[src/rtl/sha2_w_sched_param.sv]
// SHA-2 message schedule generator.
// Loads one 16-word block and streams W_0..W_(ROUNDS-1) over a valid/ready
// handshake, producing W_16 onward from a sliding 16-entry window.
// WORD_W = 32 selects the SHA-256 sigma functions; WORD_W = 64 selects SHA-512.
module sha2_w_sched_param #(
    parameter int unsigned WORD_W = 32,
    parameter int unsigned ROUNDS = 64
) (
    input  logic                 CLK,
    input  logic                 RST,
    input  logic                 start,
    input  logic [16*WORD_W-1:0] block_in,
    output logic                 busy,
    output logic                 w_valid,
    input  logic                 w_ready,
    output logic [WORD_W-1:0]    w_out,
    output logic [6:0]           w_idx,
    output logic                 done
);

    typedef enum logic {
        IDLE = 1'b0,
        RUN  = 1'b1
    } state_t;

    localparam logic [6:0] LAST_IDX = 7'(ROUNDS - 1);

    // Rotate/shift amounts for the two sigma functions of the selected width.
    localparam int unsigned S0_R1 = (WORD_W == 64) ? 1  : 7;
    localparam int unsigned S0_R2 = (WORD_W == 64) ? 8  : 18;
    localparam int unsigned S0_SH = (WORD_W == 64) ? 7  : 3;
    localparam int unsigned S1_R1 = (WORD_W == 64) ? 19 : 17;
    localparam int unsigned S1_R2 = (WORD_W == 64) ? 61 : 19;
    localparam int unsigned S1_SH = (WORD_W == 64) ? 6  : 10;

    state_t            state_q, state_d;
    logic [WORD_W-1:0] win_q [16];
    logic [WORD_W-1:0] win_d [16];
    logic [6:0]        t_q, t_d;
    logic [WORD_W-1:0] w_out_q, w_out_d;
    logic [6:0]        w_idx_q, w_idx_d;
    logic              w_valid_q, w_valid_d;
    logic              busy_q, busy_d;
    logic              done_q, done_d;
    logic [WORD_W-1:0] new_word;

    function automatic logic [WORD_W-1:0] rotr(input logic [WORD_W-1:0] x,
                                               input int unsigned n);
        return (x >> n) | (x << (WORD_W - n));
    endfunction

    function automatic logic [WORD_W-1:0] sigma0(input logic [WORD_W-1:0] x);
        return rotr(x, S0_R1) ^ rotr(x, S0_R2) ^ (x >> S0_SH);
    endfunction

    function automatic logic [WORD_W-1:0] sigma1(input logic [WORD_W-1:0] x);
        return rotr(x, S1_R1) ^ rotr(x, S1_R2) ^ (x >> S1_SH);
    endfunction

    // Next schedule word, entering the top of the window on each shift.
    always_comb begin
        new_word = sigma1(win_q[14]) + win_q[9] + sigma0(win_q[1]) + win_q[0];
    end

    // Next-state logic: load on start in IDLE, shift on each accepted word in RUN.
    always_comb begin
        state_d   = state_q;
        win_d     = win_q;
        t_d       = t_q;
        w_out_d   = w_out_q;
        w_idx_d   = w_idx_q;
        w_valid_d = w_valid_q;
        busy_d    = busy_q;
        done_d    = 1'b0;
        unique case (state_q)
            IDLE: begin
                if (start) begin
                    for (int unsigned i = 0; i < 16; i++) begin
                        win_d[i] = block_in[(15 - i)*WORD_W +: WORD_W];
                    end
                    t_d       = '0;
                    w_out_d   = block_in[16*WORD_W-1 -: WORD_W];
                    w_idx_d   = '0;
                    w_valid_d = 1'b1;
                    busy_d    = 1'b1;
                    state_d   = RUN;
                end
            end
            RUN: begin
                if (w_ready) begin
                    if (t_q == LAST_IDX) begin
                        // Final word accepted: window and outputs freeze in IDLE.
                        state_d   = IDLE;
                        w_valid_d = 1'b0;
                        busy_d    = 1'b0;
                        done_d    = 1'b1;
                    end else begin
                        for (int unsigned i = 0; i < 15; i++) begin
                            win_d[i] = win_q[i + 1];
                        end
                        win_d[15] = new_word;
                        t_d       = t_q + 7'd1;
                        // w_out is registered, so it takes the entry about to become win[0].
                        w_out_d   = win_q[1];
                        w_idx_d   = t_q + 7'd1;
                    end
                end
            end
            default: state_d = IDLE;
        endcase
    end

    // State and output registers with asynchronous active-low clear.
    always_ff @(posedge CLK or negedge RST) begin
        if (!RST) begin
            state_q <= IDLE;
            for (int unsigned i = 0; i < 16; i++) begin
                win_q[i] <= '0;
            end
            t_q       <= '0;
            w_out_q   <= '0;
            w_idx_q   <= '0;
            w_valid_q <= 1'b0;
            busy_q    <= 1'b0;
            done_q    <= 1'b0;
        end else begin
            state_q   <= state_d;
            win_q     <= win_d;
            t_q       <= t_d;
            w_out_q   <= w_out_d;
            w_idx_q   <= w_idx_d;
            w_valid_q <= w_valid_d;
            busy_q    <= busy_d;
            done_q    <= done_d;
        end
    end

    assign busy    = busy_q;
    assign w_valid = w_valid_q;
    assign w_out   = w_out_q;
    assign w_idx   = w_idx_q;
    assign done    = done_q;

endmodule
[config.mk]
export PLATFORM = sky130hd
export DESIGN_NAME = sha2_w_sched_param
export DESIGN_NICKNAME = d
export VERILOG_FILES = /design/src/rtl/sha2_w_sched_param.sv
export SDC_FILE = /design/constraint.sdc
export NUM_CORES = 1
export LEC_CHECK = 0
export BUFFER_PORTS_ARGS = -buffer_cell sky130_fd_sc_hd__clkbuf_2
export CAP_MARGIN = 20
export CORE_MARGIN = 5
export CORE_UTILIZATION = 51
export DETAILED_ROUTE_END_ITERATION = 6
export PLACE_DENSITY = 0.79
export REMOVE_ABC_BUFFERS = 1
export SYNTH_ARGS = -nofsm -noshare
export SYNTH_HDL_FRONTEND = slang
export SYNTH_SLANG_ARGS = --single-unit
[constraint.sdc]
create_clock -name CLK -period 10.35 [get_ports CLK]
set_clock_uncertainty 0.1 [all_clocks]
set_input_delay 1.5525 -clock CLK [delete_from_list [all_inputs] [get_ports CLK]]
set_output_delay 1.5525 -clock CLK [all_outputs]
set_load 0.02 [all_outputs]
# [Yosys cells after proc, flatten, opt, wreduce, memory -nomap -nowiden]
# Cells that the tools add are included.
[totals] output_inout_bits=42 reg_bits=554
[classes] n_bitwise=9 n_reduce_logical=2 addsub=4 n_mux=23 eq_ne=5
[ops] operator="$mux 512" count=3
[ops] operator="$pmux 512 s2" count=1
[ops] operator="$add 32x32->32" count=3
[ops] operator="$mux 32" count=3
[ops] operator="$pmux 32 s2" count=1
[ops] operator="$xor 32x32->32" count=2
[ops] operator="$or 13x32->32" count=1
[ops] operator="$or 14x32->32" count=1
[ops] operator="$or 15x32->32" count=1
[ops] operator="$or 25x32->32" count=1
[ops] operator="$xor 32x22->32" count=1
[ops] operator="$xor 32x29->32" count=1
[ops] operator="$mux 7" count=3
[ops] operator="$pmux 7 s2" count=1
[ops] operator="$mux 1" count=9
[ops] operator="$add 7x1->7 const B" count=1
[ops] operator="$eq 7x6->1 const B" count=1
[ops] operator="$ne 2x2->1 const B" count=3
[ops] operator="$reduce_and 3->1" count=2
[ops] operator="$pmux 1 s2" count=2
[ops] operator="$ne 2x1->1 const B" count=1
[ops] operator="$not 1->1" count=1

# [Logic depth before layout (Yosys ltp)]
# Gate-level depths: netlist of the first run.
[depth] word_depth=9 mapped_depth=16 depth_no_buf=15

# [Worst setup path after synthesis of the first run]
# No wires, ideal clock.
[synth_path] kind="reg-to-reg" startpoint="register win_q[50] in the netlist's numbering" endpoint="register win_q[29] in the netlist's numbering" arrival_time_ns=3.964 required_ns=10.118 stages_incl_launch_ff=17 slack_ns=6.153 n_path_buf=1 path_cell_list="dfrtp_1 clkbuf_1 xor2_1 xnor2_1 fa_1 inv_1 fa_1 ha_1 fa_1 a211oi_2 o21bai_2 a41o_1 and4_4 nor3_4 o41ai_2 a2111oi_2 nor3b_1"
[synth_via] elab_chain_len=9
[synth_rtl] element="start: declaration" line_no="37" rtl="logic [WORD_W-1:0] win_q [16];"
[synth_rtl] element="start signal: assignment" line_no="128" rtl="win_q <= win_d;"
[synth_rtl] element="$or 15x32->32" line_no="49" rtl="return (x >> n) | (x << (WORD_W - n));"
[synth_rtl] element="$xor 32x32->32" line_no="57" rtl="return rotr(x, S1_R1) ^ rotr(x, S1_R2) ^ (x >> S1_SH);"
[synth_rtl] element="$xor 32x22->32 (*)" line_no="57"
[synth_rtl] element="$add 32x32->32 (*) (3 in series)" line_no="62" rtl="new_word = sigma1(win_q[14]) + win_q[9] + sigma0(win_q[1]) + win_q[0];"
[synth_rtl] element="$mux 512 (*)" line_no="91" rtl="if (t_q == LAST_IDX) begin"
[synth_rtl] element="$mux 512 (*)" line_no="90" rtl="if (w_ready) begin"
[synth_rtl] element="$pmux 512 s2 (*)" line_no="75" rtl="unique case (state_q)"
# Every way passes the cells marked *; elsewhere a longest branch is shown, timed or not. The select of a mux whose other input is x is not followed.
# A chain may end at the register's enable or synchronous reset.

# [Worst setup path after layout of the first run]
# Ends and elaborated chain as after synthesis.

==> results of run 1 <==
Yosys cell counts, drive strengths merged (2+ instances only):
cell type	count	area, um^2
a211oi	4	35.0
and3	3	18.8
o21a	2	15.0
a31oi	7	43.8
nor2	24	92.6
nand2	532	2000
xnor2	97	850
mux2i	497	4970
nand3	5	25.0
clkbuf	160	601
a21o	16	120
dfrtp	522	13100
nand2b	2	12.5
nor3	2	21.3
o31ai	5	42.5
buf	96	582
inv	123	462
o21bai	5	45.0
a21oi	38	194
xor2	53	464
ha	32	400
fa	62	1240
o21ai	523	2620
nand4	8	50.1
a22oi	5	37.5
nor3b	5	37.5
logic make-up (layout without fill, tap and decap cells):
logic type,count (synthesis),in the layout,synth area share
AO/OA/AOI/OAI,618,618,0.116
AND/OR/NAND/NOR,588,588,0.0817
flip-flops,522,522,0.463
multiplexers,497,497,0.176
buffers and inverters,379,799,0.0583
XOR/XNOR,150,150,0.0466
adder cells (fa/ha/maj),94,94,0.0582
other,0,13,0
sequential cells by signal, indices dropped and copies added, names as in the netlist:
register	flops
busy	1
done	1
state_q	1
w_idx	7
w_out	1
win_q	511
layout make-up:
type	instances	area [um^2]	share of cell area
Antenna cell	13	32.5	0.000990
Clock buffer	81	1640	0.0498
Clock inverter	21	196	0.00598
Inverter	123	462	0.0140
Multi-Input combinational cell	1947	13500	0.411
Sequential cell	522	13100	0.398
Tap cell	748	936	0.0285
Timing Repair Buffer	574	3020	0.0919
where the power goes:
part           switching, mW  internal (mW)
Combinational           3.77           2.57
Sequential             0.513           2.59
Clock                  0.835           1.17
Total                   5.12           6.33
critical path: cells and delay by family (launching register included):
kind / cells / cell delay (ns)
AOI/OAI and AO/OA: 5 / 1.17
adders and majority gates: 4 / 1.66
and+or+nand+nor: 3 / 0.53
DFF: 1 / 0.51
xor gates and xnor gates: 2 / 0.38
buffers and inverters: 1 / 0.04
path summary, 6_finish.rpt:
kind | end | cells past startpoint | slack, ns
worst max-delay path | win_q[29] | 15 | 5.82
worst min-delay path | win_q[295] | 2 | 0.38
worst max register to register | win_q[29] | 15 | 5.82
worst min register to register | win_q[295] | 2 | 0.38
max in group asynchronous | win_q[30] | 3 | 6.85
min in group asynchronous | win_q[360] | 1 | 0.95
metrics by stage:
| step | setup slack (ns) | area, um^2 | total power, mW |
|---|---|---|---|
| after floorplan | -39.86 | 27000 | 7.61 |
| after global placement | 5.91 | 31000 | 9.27 |
| after detailed placement | 5.83 | 31000 | 9.37 |
| after CTS | 5.83 | 32800 | 11.4 |
| after global routing | 5.61 | 32900 | 12.3 |
| final | 5.82 | 32900 | 11.4 |
per-layer routing:
| metal | wire [um] | vias to the layer above | global-route usage |
|---|---|---|---|
| met5 | 160 | - | 0 |
| met4 | 3390 | 24 | 0.104 |
| met3 | 7620 | 187 | 0.0912 |
| met2 | 39100 | 665 | 0.438 |
| met1 | 33900 | 10141 | 0.351 |
| li1 | - | 10312 | - |
==> run summary, run 1 <==
Status -> complete, no violations
Yosys Warn Count -> 0
WP data required -> 10.73 ns
IO buf count -> 557
Die area -> 60100 um^2
Post-DR wirelength/cell -> 20.9 um
Drt total wl -> 84.2 mm
Register area share after synthesis -> 0.463
Clock Sink Count -> 522
Setup TNS -> 0 ns
Initial antenna violation count -> 24
CTS root buf -> clkbuf_16
P_leak -> 18.5 nW
Placer Congestion -> 0.962
TritonCTS clock tree -> yes
Pwr per Cell Area -> 348 nW/um^2
Setup Buffers After CTS -> 0
DRT iter0 DRCs -> 1543
Slew Limit Fails -> 0
Most frequent cells in the layout -> 556 x clkbuf_2, 532 x nand2_1, 521 x dfrtp_1
Boundary Pins -> 558
Antenna Nets Post-Route -> 0
Final hold viol count -> 0
# rows -> 86
Cts bufs inserted -> 56
Ys async rst share -> 1.00
H-tree levels -> 2
Post-Syn Instances -> 2848
Critical path class -> reg -> reg
CP most frequent cell -> fa_1
GRT Overall Usage -> 0.275
Clk buf depth -> 3
Post-route clock period utilization -> 0.438
Starting Density -> 0.513
RSZ-0062 raised after global routing -> false
Number of synthesized register bits -> 522
Via density -> 5.29
Minimum clock period -> 4.53 ns
Skew-Pair Late Insertion Delay -> 0.61 ns
Core Region -> 55000 um^2
Top FF cell, synth -> dfrtp_1
Layout cell share with drive strength beyond 1 -> 0.207
Post-synthesis cell area -> 28200 um^2
Post-synth EDFFs -> 0
First-pass GRT wire length -> 127 mm
Die height -> 245 um
Maxcap violations -> 0
Via Count -> 21329
# fillers -> 4738
Core Util, Final -> 0.598
FMAX -> 221 MHz
Most common cell after layout, fill and taps aside -> clkbuf_2
Area Growth Syn to Fin -> 16.5%
HP Class -> reg -> reg
Total grt overflow -> 0
Worst path cell trace -> xor2_1 -> xnor2_1 -> fa_1 -> inv_1 -> fa_1 -> ha_1 -> fa_1 -> a211oi_2 -> o21bai_2 -> a41o_1 -> and4_4 -> nor3_4 -> o41ai_2 -> a2111oi_2 -> nor3b_1
Worst-path fanout max -> 5
Worst setup SP type -> flip-flop
Hold Startpoint -> win_q[295]
Die Width -> 245 um
Cells after DPL -> 3913
Vias in the first global route -> 21751
Number of setup violations in the final report -> 0
Yosys cell types -> 55
Arrival @ worst endpoint -> 4.91 ns
Worst-path clk slew -> 0.06 ns
Slew of the pin with the lowest slew margin -> 1.26 ns
Slowest CP cell -> dfrtp_1
R2R Path Start -> win_q[50]
Nets@finish -> 3834
CP peak stage delay -> 0.51 ns
Slew headroom -> 0.160
WHS -> 0.377 ns
Crit. End Element -> flip-flop
Largest net degree at the start of global routing -> 309
VDD IR-drop max -> 283 uV
First drt pass iteration count -> 6
Post-Syn Area per Cell -> 9.91 um^2
Hold Buf Count CTS -> 0
Dpl hpwl -> 63.6 mm
DRC viols -> 0
Worst Setup SP -> win_q[50]
Post-route insts no fill -> 4029
Post-CTS sizing -> 0
Note: power is estimated with default switching activity, not from simulation.
==> inputs of run 2 (changes only) <==
ABC_AREA = 1   (was default)
PLACE_DENSITY = 0.78   (was 0.79)
clock period = 4.7 ns   (was 10.35 ns; I/O delays follow)
==> run 2 against run 1 <==
Worst setup slack got worse by 5.1 ns; final area rose by 4.0%; routed wire length up 13%; area after synthesis rose by 4.7%; largest power group unchanged; largest cell class unchanged; sequential share of layout area decreased by 1.5 points.
==> run summary, run 2 <==
Minimum clock period -> 4.00 ns (-0.530 ns)
R2R Path End -> win_q[17]
TritonCTS clock tree -> yes
Skew-Pair Late Insertion Delay -> 0.62 ns (about the same)
Number of flip-flops in the largest register -> 511 (unchanged)
Post-DR wirelength/cell -> 19.4 um (-7.0%)
Initial antenna violation count -> 17 (-29%)
Slew of the pin with the lowest slew margin -> 1.03 ns (-0.233 ns)
Slew Limit Fails -> 0 (unchanged)
Post-synthesis cell area -> 29500 um^2 (+4.7%)
Critical path class -> reg -> reg
Hold Buf Count CTS -> 0 (unchanged)
Clk pwr share -> 0.159 (-0.016)
RSZ-0062 raised after global routing -> false
Top FF cell, synth -> dfrtp_1
Clk buf depth -> 3 (unchanged)
Worst Setup EP -> win_q[17]
Post-CTS sizing -> 0 (unchanged)
# fillers -> 5259 (+11%)
Ys async rst share -> 1.00 (unchanged)
Yosys Warn Count -> 0 (unchanged)
Cells after DPL -> 4773 (+22%)
Post-route insts no fill -> 4890 (+21%)
FMAX -> 250 MHz (+13%)
First-pass GRT wire length -> 145 mm (+14%)
Status -> complete, no violations
Area Growth Syn to Fin -> 15.8%
Starting Density -> 0.513 (about the same)
Post-Syn Instances -> 3697 (+30%)
Pwr per Cell Area -> 812 nW/um^2 (+130%)
Boundary Pins -> 558 (unchanged)
Worst setup SP type -> flip-flop
Post-route clock period utilization -> 0.851 (+0.413)
Arrival @ worst endpoint -> 4.46 ns (-0.45 ns)
Setup TNS -> 0 ns (unchanged)
CTS root buf -> clkbuf_16
Via Count -> 26189 (+23%)
VDD IR-drop max -> 549 uV (+94%)
Core Region -> 57600 um^2 (+4.7%)
Die Width -> 251 um (+2.2%)
Layout cell share with drive strength beyond 1 -> 0.168 (-0.0387)
Maxcap violations -> 0 (unchanged)
P_leak -> 17.4 nW (-6.4%)
Synth area leader -> dfrtp_1
# rows -> 88 (+2.3%)
First drt pass iteration count -> 6 (unchanged)
Area contributors post-synth -> dfrtp_1 44%, nand2_1 9.8%, nor2_1 8.1%
Crit. End Element -> flip-flop
H-tree levels -> 2 (unchanged)
Register area share after synthesis -> 0.442 (-0.0207)
Synth top cells by count -> 771 x nand2_1, 639 x nor2_1, 522 x dfrtp_1, 437 x inv_1, 285 x o31ai_1
Total grt overflow -> 0 (unchanged)
Dpl ws -> 0.797 ns (-5.04 ns)
Core Util, Final -> 0.594 (-0.00392)
Largest reg by FF count -> win_q
Vias in the first global route -> 25168 (+16%)
Cts bufs inserted -> 55 (-1.8%)
Sw Ratio -> 0.493 (+0.0456)
WP data required -> 5.16 ns (-5.57 ns)
Via density -> 5.36 (+1.2%)
HP Class -> in -> async
Post-Syn Area per Cell -> 7.99 um^2 (-19%)
Final hold viol count -> 0 (unchanged)
Worst Reg-to-Reg Cells -> 15 (unchanged)
Psw -> 13.7 mW (+170%)
Power share of the combinational group -> 0.605 (+0.051)
Nets@finish -> 4675 (+22%)
Reg power frac -> 0.236 (-0.035)
Yosys cell types -> 31 (-44%)
Most frequent cells in the layout -> 771 x nand2_1, 639 x nor2_1, 556 x clkbuf_2
Number of synthesized register bits -> 522 (unchanged)
PnR Total Power -> 27.8 mW (+140%)
Reg2reg setup slack -> 0.70 ns (-5.12 ns)
Antenna Nets Post-Route -> 0 (unchanged)
Drt total wl -> 95.1 mm (+13%)
P_int -> 14.1 mW (+120%)
Worst Setup SP -> win_q[60]
Top-count cell post-synth -> nand2_1
DRT iter0 DRCs -> 2424 (+57%)
Worst-path clk slew -> 0.07 ns (about the same)
Setup Buffers After CTS -> 0 (unchanged)
Yosys top cell area share -> 0.442 (-0.0207)
Slew headroom -> 0.315 (+0.155)
Dpl hpwl -> 71.1 mm (+12%)
DRC viols -> 0 (unchanged)
Largest net degree at the start of global routing -> 219 (-29%)
Most common cell after layout, fill and taps aside -> nand2_1
Number of setup violations in the final report -> 0 (unchanged)
Worst-path fanout max -> 5 (unchanged)
IO buf count -> 557 (unchanged)
Post-route setup slack -> 0.701 ns (-5.12 ns)
GRT Overall Usage -> 0.294 (+0.0191)
Clock Sink Count -> 522 (unchanged)
R2R Path Start -> win_q[60]
Placer Congestion -> 0.989 (+2.8%)
Post-synth EDFFs -> 0 (unchanged)
Die area -> 62800 um^2 (+4.5%)
Die height -> 251 um (+2.2%)
==> run 2: critical path, stage by stage (launching register included) <==
cell	delay, ns
dfrtp_1	0.53
xnor2_1	0.25
xor2_1	0.32
fa_1	0.49
fa_1	0.49
inv_1	0.07
ha_1	0.44
nand2_1	0.13
nor2_1	0.26
nand3_1	0.15
a21oi_1	0.16
nor2_1	0.08
or2_2	0.28
nand3_1	0.07
nand2_1	0.07
nand2_1	0.06
==> run 2: how the worst min path moves through the flow <==
stage | start | endpoint | slack, ns | cells past startpoint
floorplan | RST | busy | 0.31 | 0
global placement | win_q[93] | win_q[93] | 0.36 | 2
detailed placement | win_q[30] | win_q[30] | 0.37 | 2
CTS | RST | win_q[370] | 0.09 | 1
global route | RST | win_q[306] | 0.13 | 1
finish | RST | win_q[338] | 0.06 | 1
==> run 2: cell families (layout without fill, tap and decap cells) <==
| family | count (synthesis) | in the layout | share of synthesized area |
|---|---|---|---|
| simple gates | 1480 | 1480 | 0.192 |
| compound gates | 748 | 748 | 0.169 |
| buf+inv | 718 | 1130 | 0.101 |
| flops | 522 | 522 | 0.442 |
| xor+xnor | 135 | 135 | 0.0400 |
| fa+ha+maj | 94 | 94 | 0.0556 |
| other cells | 0 | 16 | 0 |
==> run 2: cell type report <==
cell class / count / area [um^2] / area share
clock buffer: 79 / 1620 / 0.0473
sequential: 522 / 13100 / 0.382
clock inverter: 22 / 190 / 0.00556
inverter: 439 / 1660 / 0.0486
timing repair buffer: 590 / 3170 / 0.0927
tap: 765 / 957 / 0.0280
multi-input combinational: 2457 / 13500 / 0.395
antenna: 16 / 40.0 / 0.00117
==> run 2: layer usage <==
metal,track usage,routed length (um)
met5,0,21
met4,0.104,3600
met3,0.0557,6920
met2,0.464,44200
met1,0.410,40300
==> run 2: power groups by stage <==
stage	combinational, mW	sequential, mW	clock, mW
floorplan	11.5	6.40	0
global placement	16.3	6.57	0
detailed placement	16.4	6.60	0
CTS	16.5	6.54	4.45
global route	18.7	6.66	4.65
finish	16.8	6.56	4.40
==> run 2: per-stage QoR <==
step           hold WS (ns)  cell area, um^2
6_report             0.0641            34200
5_1_grt               0.134            34200
2_1_floorplan         0.309            28200
3_3_place_gp          0.364            32400
4_1_cts              0.0947            34200
3_5_place_dp          0.366            32400
==> inputs of run 3 (changes only) <==
==> constraint.sdc (replaced) <==
create_clock -name CLK -period 4.7 [get_ports CLK]
set_clock_uncertainty 0.1 [all_clocks]
set_input_delay 0.94 -clock CLK [delete_from_list [all_inputs] [get_ports CLK]]
set_output_delay 0.94 -clock CLK [all_outputs]
set_load 0.02 [all_outputs]
==> run 3 against run 2 <==
Clock power up 4%; fmax is 2.8% lower; count of clock-buffer cells in the layout down 1; final area up 0.35%; via count increased by 0.92%; critical path depth unchanged.
==> run summary, run 3 (synthesis results as in run 2) <==
Die area -> 62800 um^2 (unchanged)
IO buf count -> 557 (unchanged)
Pwr per Cell Area -> 816 nW/um^2 (+0.54%)
Area Growth Syn to Fin -> 16.2%
Cts bufs inserted -> 56 (+1.8%)
Post-DR wirelength/cell -> 19.5 um (+0.39%)
Hold Buf Count CTS -> 0 (unchanged)
Number of flip-flops in the largest register -> 511 (unchanged)
WP data required -> 5.16 ns (about the same)
PnR Total Power -> 28.0 mW (+0.89%)
Cells after DPL -> 4773 (unchanged)
Largest net degree at the start of global routing -> 232 (+5.9%)
Number of setup violations in the final report -> 0 (unchanged)
Placer Congestion -> 1.02 (+3.4%)
Met3 Resource Use GR -> 0.0579 (+0.00228)
Status -> complete, no violations
CP peak stage delay -> 0.54 ns (about the same)
Boundary Pins -> 558 (unchanged)
M2 GR Usage -> 0.467 (+0.00379)
Via density -> 5.40 (+0.88%)
Setup Buffers After CTS -> 0 (unchanged)
Final Cell Area -> 34300 um^2 (+0.35%)
CTS root buf -> clkbuf_16
Via Count -> 26429 (+0.92%)
Vias in the first global route -> 25271 (+0.41%)
Worst Setup SP -> win_q[60]
Post-CTS sizing -> 0 (unchanged)
Worst-path fanout max -> 5 (unchanged)
P_leak -> 17.4 nW (+0.28%)
Slew of the pin with the lowest slew margin -> 1.08 ns (+0.0518 ns)
Slowest CP cell -> dfrtp_1
Post-route insts no fill -> 4892 (+0.041%)
Clk buf depth -> 3 (unchanged)
Largest reg by FF count -> win_q
Initial antenna violation count -> 19 (+2)
Total grt overflow -> 0 (unchanged)
Most frequent cells in the layout -> 771 x nand2_1, 639 x nor2_1, 556 x clkbuf_2
CP most frequent cell -> nand2_1
GR peak layer -> met2
Worst-path clk slew -> 0.07 ns (about the same)
Maxcap violations -> 0 (unchanged)
Die Width -> 251 um (unchanged)
Slew Limit Fails -> 0 (unchanged)
Drt total wl -> 95.5 mm (+0.44%)
Nets@finish -> 4676 (+0.021%)
Clock Sink Count -> 522 (unchanged)
Arrival @ worst endpoint -> 4.57 ns (+0.11 ns)
Worst path top cell family by delay -> adder cells
Post-Place Cell Area -> 32400 um^2 (+0.12%)
Final hold viol count -> 0 (unchanged)
Antenna Nets Post-Route -> 0 (unchanged)
FMAX -> 243 MHz (-2.8%)
Skew-Pair Late Insertion Delay -> 0.62 ns (about the same)
Layout cell share with drive strength beyond 1 -> 0.168 (-0.000284)
HP Class -> in -> async
First-pass GRT wire length -> 146 mm (+0.39%)
# rows -> 88 (unchanged)
Minimum clock period -> 4.11 ns (+0.114 ns)
Setup TNS -> 0 ns (unchanged)
Worst path cell trace -> xnor2_1 -> xor2_1 -> fa_1 -> fa_1 -> inv_1 -> ha_1 -> nand2_1 -> nor2_1 -> nand3_1 -> a21oi_1 -> nor2_1 -> or2_2 -> nand3_1 -> nand2_1 -> nand2_1
Starting Density -> 0.513 (unchanged)
TritonCTS clock tree -> yes
Most common cell after layout, fill and taps aside -> nand2_1
Slew headroom -> 0.281 (-0.0345)
Crit. End Element -> flip-flop
DRC viols -> 0 (unchanged)
GRT Overall Usage -> 0.296 (+0.00150)
Critical path class -> reg -> reg
Worst path bufs/invs -> 1 (unchanged)
DRT iter0 DRCs -> 2469 (+1.9%)
VDD IR-drop max -> 570 uV (+3.8%)
R2R Path Start -> win_q[60]
First drt pass iteration count -> 6 (unchanged)
Post-route clock period utilization -> 0.875 (+0.0242)
H-tree levels -> 2 (unchanged)
RSZ-0062 raised after global routing -> false
Dpl hpwl -> 71.0 mm (-0.14%)
Worst setup SP type -> flip-flop
Core Region -> 57600 um^2 (unchanged)
Die height -> 251 um (unchanged)
Met1 Track Usage GR -> 0.406 (-0.00418)
run 3: cell count changes in the layout (fill, tap and decap cells not counted), sizes merged:
cell / previous run / this run
clkinvlp: 3 / 2
bufinv: 2 / 5
clkinv: 13 / 12
clkbuf: 635 / 634
diode: 16 / 17
inv: 443 / 444
run 3: routing by layer:
layer,part of all wire,wire length (um)
met1,0.42,39800
met2,0.47,44600
met3,0.076,7250
met5,0.00050,48
met4,0.039,3740
run 3: worst paths after layout:
kind,endpoint,slack [ns],cells past startpoint
max reg2reg,win_q[17],0.59,15
min,win_q[338],0.23,1
min in group CLK,win_q[352],0.38,2
min reg2reg,win_q[352],0.38,2
max,win_q[17],0.59,15
max in group asynchronous,win_q[478],3.11,2
run 3: stage by stage:
stage | setup slack, ns | util | hold WS [ns]
floorplan | -31.04 | - | 0.350
global placement | 0.689 | 0.562 | 0.363
detailed placement | 0.738 | 0.562 | 0.367
CTS | 0.685 | 0.595 | 0.274
global route | 0.423 | 0.596 | 0.288
finish | 0.587 | 0.596 | 0.234
run 3: cell type report:
type	instances	area [um^2]
antenna	17	42.5
clock buffer	78	1610
clock inverter	24	280
fill	5165	23300
inverter	439	1660
multi-input combinational	2457	13500
sequential	522	13100
tap	765	957
timing repair buffer	590	3210
run 3: where the power goes:
group | total [mW] | switching [mW] | internal (mW)
sequential | 6.56 | 0.889 | 5.67
combinational | 16.9 | 10.9 | 5.91
clock | 4.58 | 1.92 | 2.66
total | 28.0 | 13.8 | 14.2
